`config.mk`:
```
export PLATFORM = sky130hd
export DESIGN_NAME = uart_fifo_ctrl
export DESIGN_NICKNAME = d
export VERILOG_FILES = /design/src/rtl/uart_fifo_ctrl.sv
export SDC_FILE = /design/constraint.sdc
export NUM_CORES = 1
export LEC_CHECK = 0
export CORE_MARGIN = 4
export CORE_UTILIZATION = 40
export CTS_BUF_LIST = sky130_fd_sc_hd__clkbuf_2 sky130_fd_sc_hd__clkbuf_4 sky130_fd_sc_hd__clkbuf_8
export DETAILED_ROUTE_END_ITERATION = 8
export GPL_ROUTABILITY_DRIVEN = 1
export MAX_ROUTING_LAYER = met4
export PLACE_DENSITY = 0.73
export SETUP_SLACK_MARGIN = 0.02
export SLEW_MARGIN = 20
export SYNTH_ARGS = -nofsm -noshare
export SYNTH_HDL_FRONTEND = slang
export SYNTH_SLANG_ARGS = --single-unit
```
`constraint.sdc`:
```
create_clock -name Clock -period 4.5 [get_ports Clock]
set_clock_uncertainty 0.2 [all_clocks]
set_input_delay 0.45 -clock Clock [delete_from_list [all_inputs] [get_ports Clock]]
set_output_delay 0.45 -clock Clock [all_outputs]
set_load 0.02 [all_outputs]
```
`src/rtl/uart_fifo_ctrl.sv`:
```
// uart_fifo_ctrl: sole owner of both FIFO ports on the UART -> FIFO -> UART byte path.
// Received bytes are written into the FIFO, or counted as drops when it is full.
// Bytes are read back out for transmit once a full line is queued, once the
// FIFO reaches the high-water mark, or while Flush is held high.
module uart_fifo_ctrl #(
  parameter int                   DataWidth  = 8,
  parameter int                   CountWidth = 10,
  parameter logic [DataWidth-1:0] FlushChar  = 8'h0D,
  parameter int                   HighWater  = 896,
  parameter int                   LineMode   = 1
) (
  input  logic                  Clock,
  input  logic                  Reset,
  input  logic                  Flush,
  input  logic [DataWidth-1:0]  RxData,
  input  logic                  RxValid,
  output logic                  RxReady,
  output logic [DataWidth-1:0]  FifoDin,
  output logic                  FifoWrEn,
  input  logic                  FifoFull,
  input  logic [CountWidth-1:0] FifoCount,
  output logic                  FifoRdEn,
  input  logic [DataWidth-1:0]  FifoDout,
  input  logic                  FifoValid,
  input  logic                  FifoEmpty,
  output logic [DataWidth-1:0]  TxData,
  output logic                  TxValid,
  input  logic                  TxReady,
  output logic [7:0]            DropCount,
  output logic [CountWidth-1:0] LineCount
);

  localparam logic [CountWidth-1:0] HIGH_WATER = CountWidth'(HighWater);
  localparam bit                    FREE_RUN   = (LineMode == 0);

  typedef enum logic [1:0] {
    IDLE,
    WAIT,
    SEND
  } state_t;

  state_t state, state_next;
  logic   rd_en_next;
  logic   tx_valid_next;
  logic   tx_load;

  logic   rx_accept;
  logic   line_inc;
  logic   line_dec;
  logic   go;

  assign rx_accept = RxValid && RxReady;

  // A line terminator counts on the edge that schedules its write, so LineCount
  // and FifoWrEn rise together for that byte.
  assign line_inc  = rx_accept && !FifoFull && (RxData == FlushChar);
  assign line_dec  = TxValid && TxReady && (TxData == FlushChar);

  assign go = !FifoEmpty &&
              (FREE_RUN || (LineCount != '0) || (FifoCount >= HIGH_WATER) || Flush);

  // Write path: always ready after reset, register one write per accepted byte.
  always_ff @(posedge Clock or negedge Reset) begin
    if (!Reset) begin
      RxReady   <= 1'b0;
      FifoWrEn  <= 1'b0;
      FifoDin   <= '0;
      DropCount <= '0;
    end else begin
      RxReady  <= 1'b1;
      FifoWrEn <= 1'b0;
      if (rx_accept) begin
        if (!FifoFull) begin
          FifoWrEn <= 1'b1;
          FifoDin  <= RxData;
        end else if (DropCount != 8'hFF) begin
          DropCount <= DropCount + 8'd1;
        end
      end
    end
  end

  // Line counter: saturating up, floored at zero, simultaneous inc/dec cancel.
  always_ff @(posedge Clock or negedge Reset) begin
    if (!Reset) begin
      LineCount <= '0;
    end else begin
      unique case ({line_inc, line_dec})
        2'b10: if (LineCount != '1) LineCount <= LineCount + 1'b1;
        2'b01: if (LineCount != '0) LineCount <= LineCount - 1'b1;
        default: ;
      endcase
    end
  end

  // Read FSM state and registered read/transmit outputs.
  always_ff @(posedge Clock or negedge Reset) begin
    if (!Reset) begin
      state    <= IDLE;
      FifoRdEn <= 1'b0;
      TxValid  <= 1'b0;
      TxData   <= '0;
    end else begin
      state    <= state_next;
      FifoRdEn <= rd_en_next;
      TxValid  <= tx_valid_next;
      if (tx_load) TxData <= FifoDout;
    end
  end

  // Read FSM next state: one read outstanding, data held until handshake.
  always_comb begin
    state_next    = state;
    rd_en_next    = 1'b0;
    tx_valid_next = TxValid;
    tx_load       = 1'b0;
    unique case (state)
      IDLE: begin
        if (go) begin
          rd_en_next = 1'b1;
          state_next = WAIT;
        end
      end
      WAIT: begin
        if (FifoValid) begin
          tx_load       = 1'b1;
          tx_valid_next = 1'b1;
          state_next    = SEND;
        end
      end
      SEND: begin
        if (TxReady) begin
          tx_valid_next = 1'b0;
          state_next    = IDLE;
        end
      end
      default: begin
        tx_valid_next = 1'b0;
        state_next    = IDLE;
      end
    endcase
  end

endmodule
```
Yosys cells after proc, flatten, opt, wreduce, memory -nomap -nowiden:

Cells that the tools add are included.

* bits of input ports: 34
* output and inout port bits: 38
* flip-flop bits (word level): 40

* order comparisons: 1
* bitwise gates (word level): 2
* add/sub/neg operators: 3
* reductions and logical operators: 18
* eq/ne operators: 13
* mux-type cells: 16

Operators by type and width (count)
* 10-bit two-way mux: 2
* 10-bit one-hot mux with 2 select lines: 1
* 8-bit by 4-bit == test with 1-bit output, second input constant: 2
* 3-bit AND reduction: 4
* 10-bit by 1-bit adder with 10-bit output, second input constant: 1
* 10-bit greater-or-equal comparator, second input constant: 1
* 10-bit inequality test, second input constant: 1
* 2-bit inequality test, second input constant: 5
* 10-bit nonzero test: 1
* 10-bit by 1-bit subtractor with 10-bit output, second input constant: 1
* 8-bit by 1-bit adder with 8-bit output, second input constant: 1
* 1-bit two-way mux: 8
* 8-bit inequality test, second input constant: 1
* 1-bit logical AND: 6
* 2-bit two-way mux: 3
* 2-bit one-hot mux with 3 select lines: 1
* 2-bit by 1-bit == test with 1-bit output, second input constant: 2
* 2-bit == test, second input constant: 2
* 1-bit one-hot mux with 3 select lines: 1
* 1-bit zero test: 2
* 2-bit zero test: 1
* 1-bit logical OR: 2
* 1-bit inverter: 2
* 2-bit AND reduction: 1
* 2-bit nonzero test: 1

Longest topological paths before layout:

Gate-level depths: netlist of the first run.

* word-level depth: 6
* depth in mapped cells: 11

Worst setup path before layout of the first run:

OpenSTA, ideal clock, no wires.

* path kind: input -> register
* start: input port RxData[1]
* end: register LineCount[8]
* arrival: 2.857 ns
* path slack: 1.316 ns
* required time: 4.174 ns
* library setup time: 0.126 ns
* cell stages on the path: 10
* cells stage by stage: or4_1 -> or3_1 -> and2_4 -> fa_1 -> a21oi_1 -> nor2b_1 -> o31a_1 -> o41ai_1 -> xor2_1 -> o21ai_0

* cells in the longest elaborated chain, start to end: 5
* elaborated cells on any way between the ends: 9
* those cells by class: eq/ne: 5; mux: 1; reduce/logical: 3

Ends and longest elaborated chain
* start, declared: line 15 `input logic [DataWidth-1:0] RxData,`
* 8-bit by 4-bit == test with 1-bit output *: line 56 `assign line_inc = rx_accept && !FifoFull && (RxData == FlushChar);`
* 1-bit logical AND *: line 56
* 2-bit == test / 2-bit by 1-bit == test with 1-bit output (equally long branches): line 88 `unique case ({line_inc, line_dec})`
* 2-bit inequality test (no source line) / 2-bit nonzero test (equally long branches)
* 3-bit AND reduction (no source line)
* end signal, assigned: line 89 `2'b10: if (LineCount != '1) LineCount <= LineCount + 1'b1;`
* end signal, assigned: line 90 `2'b01: if (LineCount != '0) LineCount <= LineCount - 1'b1;`
* end, declared: line 30 `output logic [CountWidth-1:0] LineCount`

Every way passes the cells marked *; elsewhere a longest branch is shown, timed or not.
A chain may end at the register's enable or synchronous reset.

Worst setup path in the final report of the first run:

Same ends and word-level chain as after synthesis.

==> metrics, run 1 <==
status=complete, no violations; power per cell area=427 nW/um^2; Critical path buffers and inverters=1; clock slew at reported path FFs=0.08 ns; top_reg_cell synth=dfrtp_1; Die X=78.9 um; Avg Vias per Cell=4.95; Syn Inst Count=177; Worst setup startpoint=RxData[1]; io pins=72; grt total ovfl=0; vias in the first global route=1,558; total die area=6230 um^2; syn nets=221; Fin Setup TNS=0 ns; cell family with most CP delay=simple AND/OR/NAND/NOR gates; CTS H-Tree Depth=2; worst slew pin tran=0.867 ns; Synth top area share=49.8%; largest net degree at the start of global routing=41; Max FO, Critical Path=12; critical path capture point type=register; final wirelength=4.26 mm; antenna-violating nets left=0; Worst Path Required=4.46 ns; fin crit share=78.3%; Cell variety after synth=42; Hold Vio Cnt, Final=0; postcts setup bufs=0; Die Ht=78.9 um; Yosys warning total=0; Worst VDD drop=0.247 mV; startpoint types=input port; area growth from synthesis to layout=41.7%; CTS Buf Count=5; clock sink total=40; # diodes=0; total vias in the final route=1,560; DRC Markers=0; fraction of power spent switching nets=30.3%; Fillers=406; RSZ-0062 raised after global routing=no; Pint=0.000848 W; HP Class=in2async; critical path's largest stage delay=0.50 ns; global-route usage over all layers=15.0%; worst setup margin=0.978 ns; number of cell rows=25; Critical Path AT=3.48 ns; Skew-Pair Late Insertion Delay=0.29 ns; Post-synth EDFFs=0; layout cells sized above 1=12.9%; Place WS=0.678 ns; critical-path cell list=clkdlybuf4s50_1, or4_1, or3_1, and2_4, fa_1, a21oi_1, nor2b_1, o31a_1, o41ai_1, xor2_1, o21ai_0; first-pass GRT wire length=7.20 mm; Seq/Total Area, Yosys=49.8%; DR pass1 iterations=4; Slew Viols, Final=0; leakage dissipation=1.23 nW; Synth area leader=dfrtp_1; total of cells resized after clock tree synthesis=0; CTS tree=built; relative slew slack=42.2%; gpl congestion=0.775; sequential share of power=41.6%; clk root buf=clkbuf_8; Syn Std Cell Area=2010 um^2; hpwl dp=3.23 mm; Core Area=4790 um^2; Combinational Power Share=32.2%; clock share of power=26.2%; Max Fclk=284 MHz; Synth Area per Inst=11.4 um^2; Max Cap Viol=0; first-iteration detailed-routing DRC count=106; final net count=291; Final min period=3.52 ns; critical path's slowest cell=or4_1; flops & latches, synth=40; Max clock buf depth=2; hold_buf cts=0; initial antenna violation count=0; setup violators final=0; ys async rst share=100%; wire per inst=13.5 um; initial core utilization=42.0%; reg2reg start=TxData[5]$_DFFE_PN0P_; crit path kind=in2reg; synth top area cells=dfrtp_1 50%, mux2_2 9.5%, ha_1 5.6%; number of port buffers=64; P_sw=0.000369 W
placed cells by master, fill, tap and decap left out, types with 2 or more instances in the layout:
cell type and instances:
a211oi_1 2, a21oi_1 5, and3_1 2, clkbuf_8 7, clkdlybuf4s50_1 63, dfrtp_1 40, ha_1 9, inv_1 4
mux2_2 17, nand2_1 16, nand3_1 5, nand3b_1 2, nand4_1 4, nand4b_1 2, nor2_1 8, nor3_1 3
o21ai_0 11, o21bai_1 4, or4_1 4, xnor2_1 9, xor2_1 7
synthesized netlist by cell type (all sizes together) (2+ instances only):
cell and n:
nand3 5, nand4b 2, dfrtp 40, ha 9
o21ai 12, nand3b 2, nand2 16, inv 4
mux2 17, xor2 7, o21bai 4, or4 4
nor2 8, nor3 4, xnor2 9, and2 2
nand4 4, and3 2, a21oi 6, a211oi 2
worst register-to-register path, stage by stage, from the launching register on:
cell and delay (ns):
dfrtp_1 0.39, or4_1 0.52, nor3_1 0.32, and2_4 0.32
ha_1 0.30, a21oi_1 0.16, nor2b_1 0.08, o31a_1 0.27
o41ai_1 0.32, xor2_1 0.17, o21ai_0 0.08
power groups by stage:
stage           logic, W  registers [W]  clock network (W)
4_1_cts         0.000399       0.000507           0.000329
5_1_grt         0.000417       0.000520           0.000349
2_1_floorplan  0.0000986       0.000597                  0
3_3_place_gp    0.000393       0.000510                  0
3_5_place_dp    0.000398       0.000513                  0
6_report        0.000393       0.000506           0.000319
final cells by class:
class                   instances  area [um^2]  area share (%)
flip-flops and latches         40         1000            35.1
repair buffers                 65          643            22.6
inverters                       4         15.0           0.527
clock buffers                   7         96.3            3.38
multi-input cells             131          980            34.4
clock inverters                 1         30.0            1.05
well taps                      67         83.8            2.94
stage by stage:
stage                     instances  hold slack (ns)  util, %  cell area, um^2  total power, W
after CTS                       315            0.106     59.5             2850         0.00124
after global routing            315            0.142     59.5             2850         0.00129
final                           315           0.0734     59.5             2850         0.00122
after detailed placement        307            0.282     56.9             2720        0.000911
after global placement          307            0.278     56.9             2720        0.000902
after floorplan                 177          -0.0456        -             2010        0.000695
final timing paths:
kind | end | slack, ns | depth (start not counted)
worst max register to register | LineCount[8]$_DFFE_PN0P_ | 1.25 | 10
worst max-delay path | LineCount[8]$_DFFE_PN0P_ | 0.98 | 11
min in group Clock | DropCount[5]$_DFFE_PN0P_ | 0.30 | 1
worst min register to register | DropCount[5]$_DFFE_PN0P_ | 0.30 | 1
worst min-delay path | DropCount[7]$_DFFE_PN0P_ | 0.07 | 1
max in group asynchronous | TxData[2]$_DFFE_PN0P_ | 3.49 | 1
registers in the layout (all words and copies together), names as in the netlist:
name / count
LineCount: 10
DropCount: 8
FifoDin: 8
TxData: 8
state: 2
FifoRdEn: 1
FifoWrEn: 1
RxReady: 1
TxValid: 1
kinds of logic (layout without fill, tap and decap cells):
| kind of cell | count (synthesis) | count (layout) | synth area share (%) |
|---|---|---|---|
| xor+xnor | 16 | 16 | 6.97 |
| flops | 40 | 40 | 49.8 |
| simple gates | 56 | 56 | 15.4 |
| fa+ha+maj | 10 | 10 | 6.60 |
| mux | 17 | 17 | 9.52 |
| buf+inv | 6 | 77 | 1.49 |
| compound gates | 31 | 31 | 10.1 |
| other cells | 1 | 1 | 0.187 |
routing by layer:
| metal | GRT usage [%] | up-vias | wire length [um] |
|---|---|---|---|
| li1 | - | 778 | - |
| met1 | 18.5 | 733 | 1910 |
| met2 | 23.3 | 43 | 1940 |
| met3 | 6.24 | 6 | 365 |
| met4 | 3.61 | 0 | 42 |
| met5 | - | - | 0 |
No activity file was read; power rests on OpenSTA's default activity.
==> run 2, diff against run 1 <==
--- a/config.mk
+++ b/config.mk
@@ -11,7 +11,7 @@
 export DETAILED_ROUTE_END_ITERATION = 8
 export GPL_ROUTABILITY_DRIVEN = 1
 export MAX_ROUTING_LAYER = met4
-export PLACE_DENSITY = 0.73
+export PLACE_DENSITY = 0.76
 export SETUP_SLACK_MARGIN = 0.02
 export SLEW_MARGIN = 20
 export SYNTH_ARGS = -nofsm -noshare
==> constraint.sdc (replaced) <==
create_clock -name Clock -period 3 [get_ports Clock]
set_clock_uncertainty 0.2 [all_clocks]
set_input_delay 0.3 -clock Clock [delete_from_list [all_inputs] [get_ports Clock]]
set_output_delay 0.3 -clock Clock [all_outputs]
set_load 0.02 [all_outputs]
==> metrics, run 2 (synthesis gave the netlist of run 1 again) <==
Fillers=377 (-7.1%); final wirelength=4.98 mm (+17%); Largest Register=LineCount; first-pass GRT wire length=8.11 mm (+13%); Max FO, Critical Path=6 (-6); Avg Vias per Cell=4.99 (+0.67%); clock slew at reported path FFs=0.08 ns (about the same); commonest non-fill, non-tap cell in the layout=clkdlybuf4s50_1; Combinational Power Share=36.1% (+3.9 points); hpwl dp=3.66 mm (+13%); Final Util=66.1% (+6.6 points); clock sink total=40 (unchanged); Max Cap Viol=0 (unchanged); clock share of power=20.4% (-5.8 points); cell family with most CP delay=simple AND/OR/NAND/NOR gates; sequential share of power=43.5% (+1.9 points); io pins=72 (unchanged); status=complete, no violations; CTS Buf Count=5 (unchanged); vias in the first global route=1,767 (+13%); Critical Path AT=2.88 ns (-0.60 ns); Hold Vio Cnt, Final=0 (unchanged); critical path's slowest cell=clkdlybuf4s50_1; Critical path buffers and inverters=1 (unchanged); total vias in the final route=1,710 (+9.6%); reg2reg start=TxData[6]$_DFFE_PN0P_; final net count=319 (+9.6%); Die X=78.9 um (unchanged); Place WS=-0.483 ns (-1.16 ns); fraction of power spent switching nets=32.8% (+2.5 points); global-route usage over all layers=16.9% (+1.8 points); Worst setup startpoint=RxValid; most frequent cells in the layout=59 x clkdlybuf4s50_1, 39 x dfrtp_1, 26 x buf_4; relative slew slack=41.8% (-0.39 points); initial core utilization=42.0% (unchanged); layout cells sized above 1=29.0% (+16 points); grt total ovfl=0 (unchanged); critical path depth in cells=11 (unchanged); leakage dissipation=1.38 nW (+11%); Worst Path Required=2.97 ns (-1.49 ns); Die Ht=78.9 um (unchanged); startpoint types=input port; critical path capture point type=register; Slew Viols, Final=0 (unchanged); DRC Markers=0 (unchanged); worst reg-to-reg setup slack=0.12 ns (-1.13 ns); clk root buf=clkbuf_8; Pint=0.00117 W (+38%); # diodes=0 (unchanged); worst setup margin=0.0877 ns (-0.890 ns); Largest register FFs=10 (unchanged); antenna-violating nets left=0 (unchanged); reg2reg end=LineCount[8]$_DFFE_PN0P_; CTS tree=built; crit path kind=in2reg; initial antenna violation count=0 (unchanged); Worst VDD drop=0.468 mV (+89%); total power=0.00175 W (+44%); power per cell area=552 nW/um^2 (+29%); total die area=6230 um^2 (unchanged); HP Class=in2reg; CTS H-Tree Depth=2 (unchanged); worst slew pin tran=0.872 ns (+0.00590 ns); setup violators final=0 (unchanged); Max clock buf depth=2 (unchanged); DR pass1 iterations=4 (unchanged); area growth from synthesis to layout=57.4%; R2R depth=10 (unchanged); worst setup path end=LineCount[8]$_DFFE_PN0P_; critical-path cell list=clkdlybuf4s50_1, nand3b_1, or3_4, and2_4, fa_2, a21oi_4, nor2b_4, o31a_1, o41ai_2, xor2_1, o21ai_1; number of port buffers=64 (unchanged); gpl congestion=0.849 (+9.6%); Final min period=2.91 ns; fin crit share=97.1%; Skew-Pair Late Insertion Delay=0.29 ns (about the same); first-iteration detailed-routing DRC count=34 (-68%); P_sw=0.000573 W (+55%); largest net degree at the start of global routing=41 (unchanged); Core Area=4790 um^2 (unchanged); wire per inst=14.5 um (+7.3%); critical path's largest stage delay=0.50 ns (about the same); number of cell rows=25 (unchanged); Max Fclk=343 MHz
## run 2: changes by cell type in the layout (fill, tap and decap cells not counted), moves of 4 or more
cell and change:
o21ai_1 +4, o21ai_0 -5, buf_4 +25, ha_4 +5, clkdlybuf4s50_1 -4, ha_1 -5
## run 2: how the worst min path moves through the flow
stage	start	endpoint	slack [ns]	cells after the start
3_3_place_gp	Reset	LineCount[6]$_DFFE_PN0P_	0.28	1
5_1_grt	RxData[4]	FifoDin[4]$_DFFE_PN0P_	0.04	2
4_1_cts	RxData[6]	FifoDin[6]$_DFFE_PN0P_	0.05	2
6_report	RxData[4]	FifoDin[4]$_DFFE_PN0P_	0.06	2
3_5_place_dp	Reset	LineCount[6]$_DFFE_PN0P_	0.28	1
2_1_floorplan	Reset	DropCount[0]$_DFFE_PN0P_	-0.20	0
## run 2: through the flow
stage | hold WS [ns] | instance area (um^2) | TNS (ns) | cells
finish | 0.0572 | 3170 | 0 | 343
global route | 0.0392 | 3170 | -0.00922 | 343
CTS | 0.0502 | 3080 | -0.0541 | 341
detailed placement | 0.280 | 2920 | -2.24 | 330
global placement | 0.278 | 2920 | -1.78 | 330
floorplan | -0.196 | 2020 | 0 | 177
## run 2: power by group through the flow
stage          Sequential (W)  Clock (W)  Combinational, W
2_1_floorplan        0.000895          0          0.000150
3_3_place_gp         0.000761          0          0.000615
3_5_place_dp         0.000765          0          0.000626
4_1_cts              0.000758   0.000371          0.000638
5_1_grt              0.000777   0.000404          0.000672
6_report             0.000760   0.000357          0.000631
## run 2: per-layer routing
layer | share of wire [%] | GRT usage (%) | up-vias
li1 | - | - | 833
met1 | 43 | 19.9 | 816
met2 | 49 | 27.5 | 50
met3 | 6.6 | 5.56 | 11
met4 | 1.8 | 5.33 | 0
met5 | 0 | - | -
## run 2: repair_timing
action / in CTS / in global routing
resized for setup: 21 / 15
hold buffers: 1 / 0
setup endpoints to repair: 5 / 5
pin swaps: 16 / 15
setup buffers: 2 / 2
hold endpoints to repair: 40 / 0
## run 2: area by class of cell
| class | instances | area, um^2 | area share [%] |
|---|---|---|---|
| Clock buffer | 6 | 76.3 | 2.41 |
| Multi-Input combinational cell | 131 | 1110 | 35.2 |
| Clock inverter | 2 | 12.5 | 0.395 |
| Sequential cell | 40 | 1000 | 31.7 |
| Tap cell | 67 | 83.8 | 2.65 |
| Timing Repair Buffer | 93 | 861 | 27.2 |
| Inverter | 4 | 15.0 | 0.474 |
